--- config.mk ---
export PLATFORM = sky130hd
export DESIGN_NAME = mem_access_unit_flat
export DESIGN_NICKNAME = d
export VERILOG_FILES = /design/src/rtl/mem_access_unit_if.sv /design/src/rtl/mem_access_unit.sv /design/src/flat_wrapper.sv
export SDC_FILE = /design/constraint.sdc
export NUM_CORES = 1
export LEC_CHECK = 0
export BUFFER_PORTS_ARGS = -buffer_cell sky130_fd_sc_hd__buf_2
export CAP_MARGIN = 20
export CORE_UTILIZATION = 52
export CTS_CLUSTER_SIZE = 25
export DETAILED_ROUTE_END_ITERATION = 12
export GPL_ROUTABILITY_DRIVEN = 0
export PLACE_DENSITY_LB_ADDON = 0.15
export SYNTH_ARGS = -nofsm -noshare
export SYNTH_HDL_FRONTEND = slang
export SYNTH_SLANG_ARGS = --single-unit
export TNS_END_PERCENT = 50
--- constraint.sdc ---
create_clock -name clk -period 5.2 [get_ports clk]
set_clock_uncertainty 0.1 [all_clocks]
set_input_delay 0.78 -clock clk [delete_from_list [all_inputs] [get_ports clk]]
set_output_delay 0.78 -clock clk [all_outputs]
set_load 0.05 [all_outputs]
--- src/rtl/mem_access_unit_if.sv ---
// rtl/mem_access_unit_if.sv - request/response handshake bundle between datapath and mem_access_unit
interface mem_access_unit_if;
    logic        req_valid;
    logic        req_ready;
    logic [1:0]  req_op;
    logic [15:0] req_addr;
    logic [15:0] req_wdata;
    logic        req_sext;
    logic        resp_valid;
    logic        resp_ready;
    logic [15:0] resp_rdata;
    logic        resp_err;

    modport master (
        output req_valid, req_op, req_addr, req_wdata, req_sext, resp_ready,
        input  req_ready, resp_valid, resp_rdata, resp_err
    );

    modport slave (
        input  req_valid, req_op, req_addr, req_wdata, req_sext, resp_ready,
        output req_ready, resp_valid, resp_rdata, resp_err
    );
endinterface

--- src/rtl/mem_access_unit.sv ---
// rtl/mem_access_unit.sv - load/store front end with alignment/range checks for the byte-addressed Memory
module mem_access_unit #(
    parameter int MEM_BYTES = 100
) (
    input  logic               clk,
    input  logic               rst,
    mem_access_unit_if.slave   bus,
    output logic [15:0]        mem_addr,
    output logic [15:0]        mem_wword,
    output logic [7:0]         mem_wbyte,
    output logic [1:0]         mem_memw,
    input  logic [15:0]        mem_word,
    input  logic [7:0]         mem_byte
);
    typedef enum logic [1:0] {IDLE, ACCESS, RESP} state_t;

    state_t      state, state_nxt;
    logic [1:0]  op_q;
    logic        sext_q;
    logic        req_err;
    logic [16:0] addr_ext;
    logic [16:0] addr_p1;

    // 17-bit arithmetic so addr+1 at 0xFFFF cannot wrap below the range limit
    always_comb begin
        addr_ext = {1'b0, bus.req_addr};
        addr_p1  = addr_ext + 17'd1;
        if (bus.req_op[0])
            req_err = (bus.req_addr == 16'd0) || (addr_ext >= 17'(MEM_BYTES));
        else
            req_err = bus.req_addr[0] || (addr_p1 >= 17'(MEM_BYTES));
    end

    always_ff @(posedge clk or negedge rst) begin
        if (!rst)
            state <= IDLE;
        else
            state <= state_nxt;
    end

    always_comb begin
        state_nxt      = state;
        bus.req_ready  = 1'b0;
        bus.resp_valid = 1'b0;
        mem_memw       = 2'b00;
        case (state)
            IDLE: begin
                bus.req_ready = 1'b1;
                if (bus.req_valid)
                    state_nxt = req_err ? RESP : ACCESS;
            end
            ACCESS: begin
                if (op_q[1])
                    mem_memw = op_q[0] ? 2'b01 : 2'b10;
                state_nxt = RESP;
            end
            RESP: begin
                bus.resp_valid = 1'b1;
                if (bus.resp_ready)
                    state_nxt = IDLE;
            end
            default: state_nxt = IDLE;
        endcase
    end

    // Memory serves the byte at Addr+1, so byte accesses present addr-1
    always_ff @(posedge clk or negedge rst) begin
        if (!rst) begin
            op_q           <= 2'b00;
            sext_q         <= 1'b0;
            mem_addr       <= 16'h0000;
            mem_wword      <= 16'h0000;
            mem_wbyte      <= 8'h00;
            bus.resp_rdata <= 16'h0000;
            bus.resp_err   <= 1'b0;
        end else begin
            case (state)
                IDLE: begin
                    if (bus.req_valid) begin
                        op_q   <= bus.req_op;
                        sext_q <= bus.req_sext;
                        if (req_err) begin
                            bus.resp_err   <= 1'b1;
                            bus.resp_rdata <= 16'h0000;
                        end else begin
                            mem_addr <= bus.req_op[0] ? bus.req_addr - 16'd1 : bus.req_addr;
                            if (bus.req_op == 2'b10)
                                mem_wword <= bus.req_wdata;
                            if (bus.req_op == 2'b11)
                                mem_wbyte <= bus.req_wdata[7:0];
                        end
                    end
                end
                ACCESS: begin
                    bus.resp_err <= 1'b0;
                    case (op_q)
                        2'b00:   bus.resp_rdata <= mem_word;
                        2'b01:   bus.resp_rdata <= sext_q ? {{8{mem_byte[7]}}, mem_byte}
                                                          : {8'h00, mem_byte};
                        default: bus.resp_rdata <= 16'h0000;
                    endcase
                end
                RESP: begin
                    if (bus.resp_ready) begin
                        bus.resp_rdata <= 16'h0000;
                        bus.resp_err   <= 1'b0;
                    end
                end
                default: ;
            endcase
        end
    end
endmodule

--- src/flat_wrapper.sv ---
// flat-port wrapper written by rule: the top's interface ports become plain ports
module mem_access_unit_flat 
#(
    parameter int MEM_BYTES = 100
)
  (clk, rst, mem_addr, mem_wword, mem_wbyte, mem_memw, mem_word, mem_byte, bus_req_valid, bus_req_op, bus_req_addr, bus_req_wdata, bus_req_sext, bus_resp_ready, bus_req_ready, bus_resp_valid, bus_resp_rdata, bus_resp_err);
  mem_access_unit_if bus_i ();
  input  logic clk;
  input  logic rst;
  output logic [15:0] mem_addr;
  output logic [15:0] mem_wword;
  output logic [7:0] mem_wbyte;
  output logic [1:0] mem_memw;
  input  logic [15:0] mem_word;
  input  logic [7:0] mem_byte;
  input wire logic [$bits(bus_i.req_valid)-1:0] bus_req_valid;
  input wire logic [$bits(bus_i.req_op)-1:0] bus_req_op;
  input wire logic [$bits(bus_i.req_addr)-1:0] bus_req_addr;
  input wire logic [$bits(bus_i.req_wdata)-1:0] bus_req_wdata;
  input wire logic [$bits(bus_i.req_sext)-1:0] bus_req_sext;
  input wire logic [$bits(bus_i.resp_ready)-1:0] bus_resp_ready;
  output wire logic [$bits(bus_i.req_ready)-1:0] bus_req_ready;
  output wire logic [$bits(bus_i.resp_valid)-1:0] bus_resp_valid;
  output wire logic [$bits(bus_i.resp_rdata)-1:0] bus_resp_rdata;
  output wire logic [$bits(bus_i.resp_err)-1:0] bus_resp_err;
  assign bus_i.req_valid = bus_req_valid;
  assign bus_i.req_op = bus_req_op;
  assign bus_i.req_addr = bus_req_addr;
  assign bus_i.req_wdata = bus_req_wdata;
  assign bus_i.req_sext = bus_req_sext;
  assign bus_i.resp_ready = bus_resp_ready;
  assign bus_req_ready = bus_i.req_ready;
  assign bus_resp_valid = bus_i.resp_valid;
  assign bus_resp_rdata = bus_i.resp_rdata;
  assign bus_resp_err = bus_i.resp_err;
  mem_access_unit #(.MEM_BYTES(MEM_BYTES)) u_core (.clk(clk), .rst(rst), .bus(bus_i), .mem_addr(mem_addr), .mem_wword(mem_wword), .mem_wbyte(mem_wbyte), .mem_memw(mem_memw), .mem_word(mem_word), .mem_byte(mem_byte));
endmodule
==> key figures, run 1 <==
Synthesis
  – Adder-Cell Fraction of Synth Area: 0.0259
  – Main synth FF type: sky130_fd_sc_hd__dfrtp_1
  – Net count of the mapped netlist: 410
  – Complex-gate fraction of the synthesized area: 0.128
  – Number of distinct library cell variants in the gate-level netlist after synthesis: 45
  – Flip-flop and latch count after synthesis: 62
  – Fraction of synthesized cell area in xor and xnor cells: 0.0259
  – Sequential area share after synthesis: 0.459
  – Number of warnings issued by yosys: 0
  – Total standard cell area after synthesis: 0.00338 mm^2
  – Mean instance size in the synthesized netlist: 9.93 um^2
  – Ys async rst share: 1.00
  – Synthesized-area fraction occupied by and/or/nand/nor cells: 0.163
  – Post-synthesis cell count: 340
  – Largest family of logic cells by synthesized area: simple AND/OR/NAND/NOR gates
  – Multiplexer area fraction after synthesis: 0.152
  – EDFF count, synth: 0

Timing
  – Final clock period utilization by the worst path: 0.681
  – Maximum frequency from static timing analysis: 282 MHz
  – Setup repair after global routing missed its margin: false
  – Actual transition at the worst max-transition pin: 0.977 ns
  – Shortest clock period the worst path allows after layout: 3.54 ns
  – Setup TNS: 0 ns
  – Relative slew slack: 0.347
  – Setup Viol. Count Final: 0
  – Max-slew violations: 0
  – Final Hold Viols: 0

Layout
  – Total Nets Final: 526
  – Signed area change from the synthesized netlist to the final layout: 23.7%
  – Antenna diode instance count: 0
  – Ratio of cells with drive above 1 in the final layout: 0.380
  – Number of filler instances in the final layout: 514

CTS
  – Maximum count of clock buffers along a single path: 2
  – Cts repair resizes: 0
  – Buffer cell driving the clock tree root: sky130_fd_sc_hd__clkbuf_8
  – CTS tree: done
  – Post-CTS Setup Repair Bufs: 0
  – Register clock-pin slew on the reported worst setup and hold paths: 0.06 ns
  – Number of buffers added by the clock tree synthesis step: 9
  – Latest clock arrival within the worst-skew pair: 0.33 ns
  – Clk sinks: 62
  – CTS H-Tree Depth: 3
  – Number of buffers inserted by hold repair at cts: 0

GRT
  – Total global routing overflow: 0
  – Number of antenna violations at the first check in global routing: 0
  – Wire length of the first global-routing pass: 13000 um
  – Maximum number of pins on one net before global-route repair: 63
  – Number of global-route vias before repair: 2738
  – GRT Util Overall: 0.251

Pwr
  – Clock share of power: 0.310
  – Net switching power: 415 uW
  – Combinational Power Share: 0.255
  – Total power divided by cell area: 296 mW/mm^2
  – Sequential fraction of design power: 0.435
  – Total Power Consumption: 1.23 mW
  – Internal power: 819 uW
  – Leakage power total: 2.27 nW
  – Worst IR drop on VDD: 0.380 mV
  – Sw frac: 0.336

Routing
  – 1st-pass router iterations: 4
  – Post-route ant nets: 0
  – Detail-routed net length per standard cell: 15.2 um
  – DRT Wirelength: 8110 um
  – Total via count after detailed routing: 2945
  – DRC Markers: 0
  – Detailed-route vias per instance: 5.50
  – Violation count after the first detailed-route iteration: 131

Worst setup path
  – Worst Path Arrival: 3.65 ns
  – Req. time, crit path: 5.31 ns
  – Maximum net fanout on the critical path: 40
  – Worst Setup End Kind: register
  – Slack of the worst reg-to-reg path: 2.77 ns
  – Worst setup path category: input pin to register
  – Critical Path Source Type: input pin

Hold path
  – Type of the worst min-delay path: register to register

Die
  – Area enclosed by the die boundary: 0.00682 mm^2
  – Row cnt: 28
  – Number of ports placed on the die boundary: 124
  – Horizontal extent of the die: 82.6 um
  – Starting utilization of the core area: 0.554
  – Die height: 82.6 um
  – Core area: 0.00610 mm^2

Run
  – Max-cap violations: 0

Run status
  – Outcome: finished, final reports clean

Place
  – Port Buffers: 123
  – DPL Wire Length: 5700 um
synth_stat cells, drive strengths merged, types with 2 or more instances:
cell | n | area share
dfrtp | 62 | 0.46
and2 | 2 | 0.0037
nor2 | 27 | 0.030
buf | 8 | 0.016
nor4 | 4 | 0.0074
clkbuf | 12 | 0.013
xnor2 | 6 | 0.016
nand4 | 7 | 0.013
nor3 | 4 | 0.0059
and3 | 7 | 0.013
o21ai | 27 | 0.040
nand3 | 9 | 0.013
ha | 7 | 0.026
inv | 13 | 0.014
nand2 | 42 | 0.047
a21oi | 10 | 0.015
nor3b | 3 | 0.0067
o31ai | 18 | 0.040
mux2 | 27 | 0.099
or2 | 2 | 0.0037
mux2i | 18 | 0.053
nor2b | 4 | 0.0074
xor2 | 4 | 0.010
critical path: stages:
cell and delay, ns:
sky130_fd_sc_hd__buf_2 0.16, sky130_fd_sc_hd__ha_1 0.25, sky130_fd_sc_hd__nand4_1 0.15, sky130_fd_sc_hd__nor2_1 0.20, sky130_fd_sc_hd__a2111oi_2 0.11, sky130_fd_sc_hd__o221ai_2 0.72
sky130_fd_sc_hd__o31a_2 0.92, sky130_fd_sc_hd__mux2_4 0.35
cells in the final DEF (no fill, tap or decap), drive strengths merged, types with 2 or more instances in the layout:
cell,synthesis,routed
nand3,9,9
ha,7,7
nor4,4,4
nor2b,4,4
clkinv,1,4
and3,7,7
buf,8,125
or2,2,2
xnor2,6,6
nand4,7,7
a21oi,10,10
nor3,4,4
nor2,27,27
and2,2,2
nand2,42,42
o21ai,27,27
inv,13,13
mux2,27,27
clkbuf,12,11
dfrtp,62,62
mux2i,18,18
o31ai,18,18
nor3b,3,3
xor2,4,4
flip-flops by register name, summed over array words and instances, names as in the netlist:
| name | count |
|---|---|
| u_core.bus.resp_rdata | 16 |
| u_core.mem_addr | 16 |
| u_core.state | 2 |
| u_core.op_q | 2 |
| u_core.sext_q | 1 |
| u_core.mem_wbyte | 8 |
| u_core.mem_wword | 16 |
| u_core.bus.resp_err | 1 |
routing by layer:
layer  vias to the layer above  global-route usage  share of wire
li1                       1436                   -              -
met1                      1413               0.331           0.46
met2                        91               0.415           0.48
met3                         5              0.0549          0.048
met4                         0              0.0724         0.0080
met5                         -                   0              0
path summary, 6_finish.rpt:
check / from / endpoint / depth (start not counted)
hold / removal: u_core.mem_wbyte[4] / u_core.mem_wbyte[4] / 2
setup / recovery: bus_req_addr[0] / u_core.mem_addr[2] / 8
min in group asynchronous: rst / u_core.bus.resp_rdata[0] / 2
setup reg to reg: u_core.state[0] / u_core.bus.resp_rdata[12] / 5
max in group asynchronous: rst / u_core.mem_wword[0] / 2
hold reg to reg: u_core.mem_wbyte[4] / u_core.mem_wbyte[4] / 2
final cells by class:
| type | instances | area, um^2 | share of cell area |
|---|---|---|---|
| inverter | 14 | 52.6 | 0.0126 |
| clock inverter | 4 | 22.5 | 0.00539 |
| clock buffer | 11 | 151 | 0.0362 |
| sequential | 62 | 1550 | 0.371 |
| timing repair buffer | 125 | 631 | 0.151 |
| multi-input combinational | 244 | 1670 | 0.401 |
| tap | 75 | 93.8 | 0.0225 |
logic make-up after synthesis:
| group | Yosys count |
|---|---|
| adders and majority gates | 7 |
| buffers and inverters | 34 |
| xor gates and xnor gates | 10 |
| DFF | 62 |
| and+or+nand+nor | 116 |
| AOI/OAI and AO/OA | 66 |
| muxes | 45 |
power by group through the flow:
stage,logic [mW],clock network [mW],registers [mW]
floorplan,0.227,0,0.550
finish,0.314,0.382,0.537
global placement,0.307,0,0.544
CTS,0.316,0.384,0.538
detailed placement,0.313,0,0.547
global route,0.344,0.409,0.542
stage by stage:
stage	cell area, um^2	hold WS [ns]	std cells	utilization	setup WS (ns)
global route	4180	0.414	535	0.685	1.39
global placement	4000	0.358	520	0.657	1.43
detailed placement	4000	0.369	520	0.657	1.36
CTS	4180	0.385	535	0.685	1.72
finish	4180	0.383	535	0.685	1.66
floorplan	3380	0.371	340	-	2.27
No activity file was read; power rests on OpenSTA's default activity.
==> run 2: changes to the inputs <==
--- a/config.mk
+++ b/config.mk
@@ -5,9 +5,10 @@
 export SDC_FILE = /design/constraint.sdc
 export NUM_CORES = 1
 export LEC_CHECK = 0
+export ABC_AREA = 1
 export BUFFER_PORTS_ARGS = -buffer_cell sky130_fd_sc_hd__buf_2
 export CAP_MARGIN = 20
-export CORE_UTILIZATION = 52
+export CORE_UTILIZATION = 46
 export CTS_CLUSTER_SIZE = 25
 export DETAILED_ROUTE_END_ITERATION = 12
 export GPL_ROUTABILITY_DRIVEN = 0
==> constraint.sdc (replaced) <==
create_clock -name clk -period 3.1 [get_ports clk]
set_clock_uncertainty 0.1 [all_clocks]
set_input_delay 0.465 -clock clk [delete_from_list [all_inputs] [get_ports clk]]
set_output_delay 0.465 -clock clk [all_outputs]
set_load 0.05 [all_outputs]
==> key figures, run 2 <==
Routing
  – 1st-pass router iterations: 4 (unchanged)
  – Detailed-route vias per instance: 4.86 (-12%)
  – Post-route ant nets: 0 (unchanged)
  – Violation count after the first detailed-route iteration: 107 (-18%)
  – Detail-routed net length per standard cell: 11.9 um (-21%)
  – Total via count after detailed routing: 3473 (+18%)
  – DRC Markers: 0 (unchanged)
  – DRT Wirelength: 8520 um (+5.1%)

Pwr
  – Internal power: 1.38 mW (+69%)
  – Worst IR drop on VDD: 0.208 mV (-45%)
  – Leakage power total: 2.55 nW (+13%)
  – Clock share of power: 0.331 (+0.021)
  – Sequential fraction of design power: 0.409 (-0.026)
  – Combinational Power Share: 0.260 (+0.005)
  – Total power divided by cell area: 482 mW/mm^2 (+63%)
  – Net switching power: 741 uW (+78%)
  – Sw frac: 0.349 (+0.0123)

Die
  – Horizontal extent of the die: 89.8 um (+8.7%)
  – Number of ports placed on the die boundary: 124 (unchanged)
  – Starting utilization of the core area: 0.483 (-0.0708)
  – Area enclosed by the die boundary: 0.00806 mm^2 (+18%)
  – Die height: 89.8 um (+8.7%)
  – Row cnt: 31 (+11%)
  – Core area: 0.00733 mm^2 (+20%)

Hold path
  – Type of the worst min-delay path: input pin to async pin

Timing
  – Shortest clock period the worst path allows after layout: 2.64 ns
  – Maximum frequency from static timing analysis: 378 MHz
  – Setup repair after global routing missed its margin: false
  – Final Hold Viols: 0 (unchanged)
  – Setup TNS: 0 ns (unchanged)
  – Max-slew violations: 0 (unchanged)
  – Actual transition at the worst max-transition pin: 0.936 ns (-0.0413 ns)
  – Final clock period utilization by the worst path: 0.852
  – Relative slew slack: 0.374 (+0.0271)
  – Setup Viol. Count Final: 0 (unchanged)

Synthesis
  – Cell with the most instances after synthesis: sky130_fd_sc_hd__nand2_1
  – Largest area contributor in the synthesized netlist: sky130_fd_sc_hd__dfrtp_1
  – Total standard cell area after synthesis: 0.00354 mm^2 (+4.9%)
  – EDFF count, synth: 0 (unchanged)
  – Most area-consuming cells after synthesis: sky130_fd_sc_hd__dfrtp_1, sky130_fd_sc_hd__nand2_1, sky130_fd_sc_hd__inv_1
  – Post-synthesis cell count: 489 (+44%)
  – Sequential area share after synthesis: 0.438 (-0.0214)
  – Cell types with the highest counts after synthesis: sky130_fd_sc_hd__nand2_1, sky130_fd_sc_hd__inv_1, sky130_fd_sc_hd__dfrtp_1
  – Ys async rst share: 1.00 (unchanged)
  – Main synth FF type: sky130_fd_sc_hd__dfrtp_1
  – Number of distinct library cell variants in the gate-level netlist after synthesis: 34 (-24%)
  – Synth top area share: 0.438 (-0.0214)
  – Mean instance size in the synthesized netlist: 7.24 um^2 (-27%)
  – Net count of the mapped netlist: 560 (+37%)
  – Flip-flop and latch count after synthesis: 62 (unchanged)
  – Number of warnings issued by yosys: 0 (unchanged)

Worst setup path
  – Worst Path Arrival: 2.08 ns (-1.57 ns)
  – Worst Setup End Kind: output pin
  – Worst setup path category: register to output pin
  – Req. time, crit path: 2.53 ns (-2.78 ns)
  – Maximum net fanout on the critical path: 18 (-55%)
  – Critical Path Source Type: register

Place
  – Cell area after placement: 0.00422 mm^2 (+5.5%)
  – Port Buffers: 123 (unchanged)
  – DPL Wire Length: 6330 um (+11%)

Layout
  – Commonest cells after routing, fill and taps aside: sky130_fd_sc_hd__nand2_1, sky130_fd_sc_hd__buf_2, sky130_fd_sc_hd__inv_1
  – Number of filler instances in the final layout: 726 (+41%)
  – Antenna diode instance count: 0 (unchanged)
  – Total non-filler cell area in the finished layout: 0.00441 mm^2 (+5.6%)
  – Ratio of cells with drive above 1 in the final layout: 0.250 (-0.130)
  – Signed area change from the synthesized netlist to the final layout: 24.5%
  – Total Nets Final: 682 (+30%)
  – Registers with the most flip-flops: u_core.bus.resp_rdata x16, u_core.mem_addr x16, u_core.mem_wword x16
  – Leading cell type in the layout, fill and taps excluded: sky130_fd_sc_hd__nand2_1

CTS
  – Number of buffers inserted by hold repair at cts: 0 (unchanged)
  – Clk sinks: 62 (unchanged)
  – Post-CTS Setup Repair Bufs: 0 (unchanged)
  – Number of buffers added by the clock tree synthesis step: 9 (unchanged)
  – Maximum count of clock buffers along a single path: 2 (unchanged)
  – CTS tree: done
  – Buffer cell driving the clock tree root: sky130_fd_sc_hd__clkbuf_8
  – Register clock-pin slew on the reported worst setup and hold paths: 0.07 ns (about the same)
  – CTS H-Tree Depth: 3 (unchanged)
  – Cts repair resizes: 0 (unchanged)
  – Latest clock arrival within the worst-skew pair: 0.34 ns (about the same)

GRT
  – Number of antenna violations at the first check in global routing: 0 (unchanged)
  – GRT Util Overall: 0.220 (-0.0313)
  – Wire length of the first global-routing pass: 14400 um (+11%)
  – Number of global-route vias before repair: 3160 (+15%)
  – Maximum number of pins on one net before global-route repair: 63 (unchanged)
  – Total global routing overflow: 0 (unchanged)

Run status
  – Outcome: finished, final reports clean

Run
  – Max-cap violations: 0 (unchanged)
-- run 2: changes by cell type after synthesis, moves of 7 or more --
cell                       delta
sky130_fd_sc_hd__mux2_4       -8
sky130_fd_sc_hd__nand3_1     +36
sky130_fd_sc_hd__o21ai_0     -18
sky130_fd_sc_hd__mux2_2      -19
sky130_fd_sc_hd__nand2_1    +120
sky130_fd_sc_hd__mux2i_1     -18
sky130_fd_sc_hd__inv_1       +51
sky130_fd_sc_hd__o31ai_1     -15
sky130_fd_sc_hd__nor2_1      +16
sky130_fd_sc_hd__clkbuf_1     -7
sky130_fd_sc_hd__o21ai_1     +16
sky130_fd_sc_hd__and3_1       -7
-- run 2: final timing paths --
kind                                      startpoint                   endpoint  slack [ns]  cells past startpoint
hold / removal                                   rst        u_core.mem_wword[0]        0.18                      2
max in group asynchronous                        rst         u_core.mem_addr[0]        2.21                      2
setup / recovery                     u_core.state[1]                mem_memw[1]        0.46                      5
setup reg to reg                     u_core.state[0]        u_core.mem_wword[0]        0.75                     10
min in group clk                        bus_req_sext              u_core.sext_q        0.23                      3
hold reg to reg            u_core.bus.resp_rdata[13]  u_core.bus.resp_rdata[13]        0.36                      2
-- run 2: routing by layer --
layer	part of all wire	vias to the layer above	GRT usage
met5	0	-	0
met4	0.024	0	0.0970
met3	0.046	18	0.0465
met2	0.46	91	0.363
met1	0.47	1579	0.278
li1	-	1785	-
-- run 2: power by group through the flow --
stage / logic, mW / registers (mW) / clock network [mW]
2_1_floorplan: 0.364 / 0.918 / 0
3_3_place_gp: 0.549 / 0.883 / 0
3_5_place_dp: 0.554 / 0.885 / 0
4_1_cts: 0.554 / 0.870 / 0.718
5_1_grt: 0.623 / 0.875 / 0.747
6_report: 0.553 / 0.870 / 0.703
-- run 2: stage by stage --
step	worst slack [ns]	hold WS (ns)	total power, mW	utilization	cells
after global placement	0.387	0.351	1.43	0.576	699
after detailed placement	0.298	0.354	1.44	0.576	699
after global routing	0.331	0.247	2.24	0.602	714
after CTS	0.436	0.214	2.14	0.602	714
after floorplan	0.404	0.0694	1.28	-	489
final	0.458	0.180	2.12	0.602	714
-- run 2: kinds of logic after synthesis --
family | synth area share
AO/OA/AOI/OAI | 0.0851
XOR/XNOR | 0.0148
adder cells (fa/ha/maj) | 0.0283
buffers and inverters | 0.0922
flip-flops | 0.438
AND/OR/NAND/NOR | 0.342
-- run 2: worst max-delay path, stage by stage (launching register included) --
cell                       delay [ns]
sky130_fd_sc_hd__dfrtp_1         0.40
sky130_fd_sc_hd__inv_1           0.10
sky130_fd_sc_hd__ha_1            0.18
sky130_fd_sc_hd__clkinv_1        0.42
sky130_fd_sc_hd__nor3_1          0.33
sky130_fd_sc_hd__buf_2           0.31
-- run 2: cell type report --
type	instances	area (um^2)	area share
clock inverters	4	47.5	0.0108
multi-input cells	347	1660	0.377
well taps	99	124	0.0281
inverters	65	244	0.0553
flip-flops and latches	62	1550	0.352
repair buffers	126	638	0.145
clock buffers	11	141	0.0321
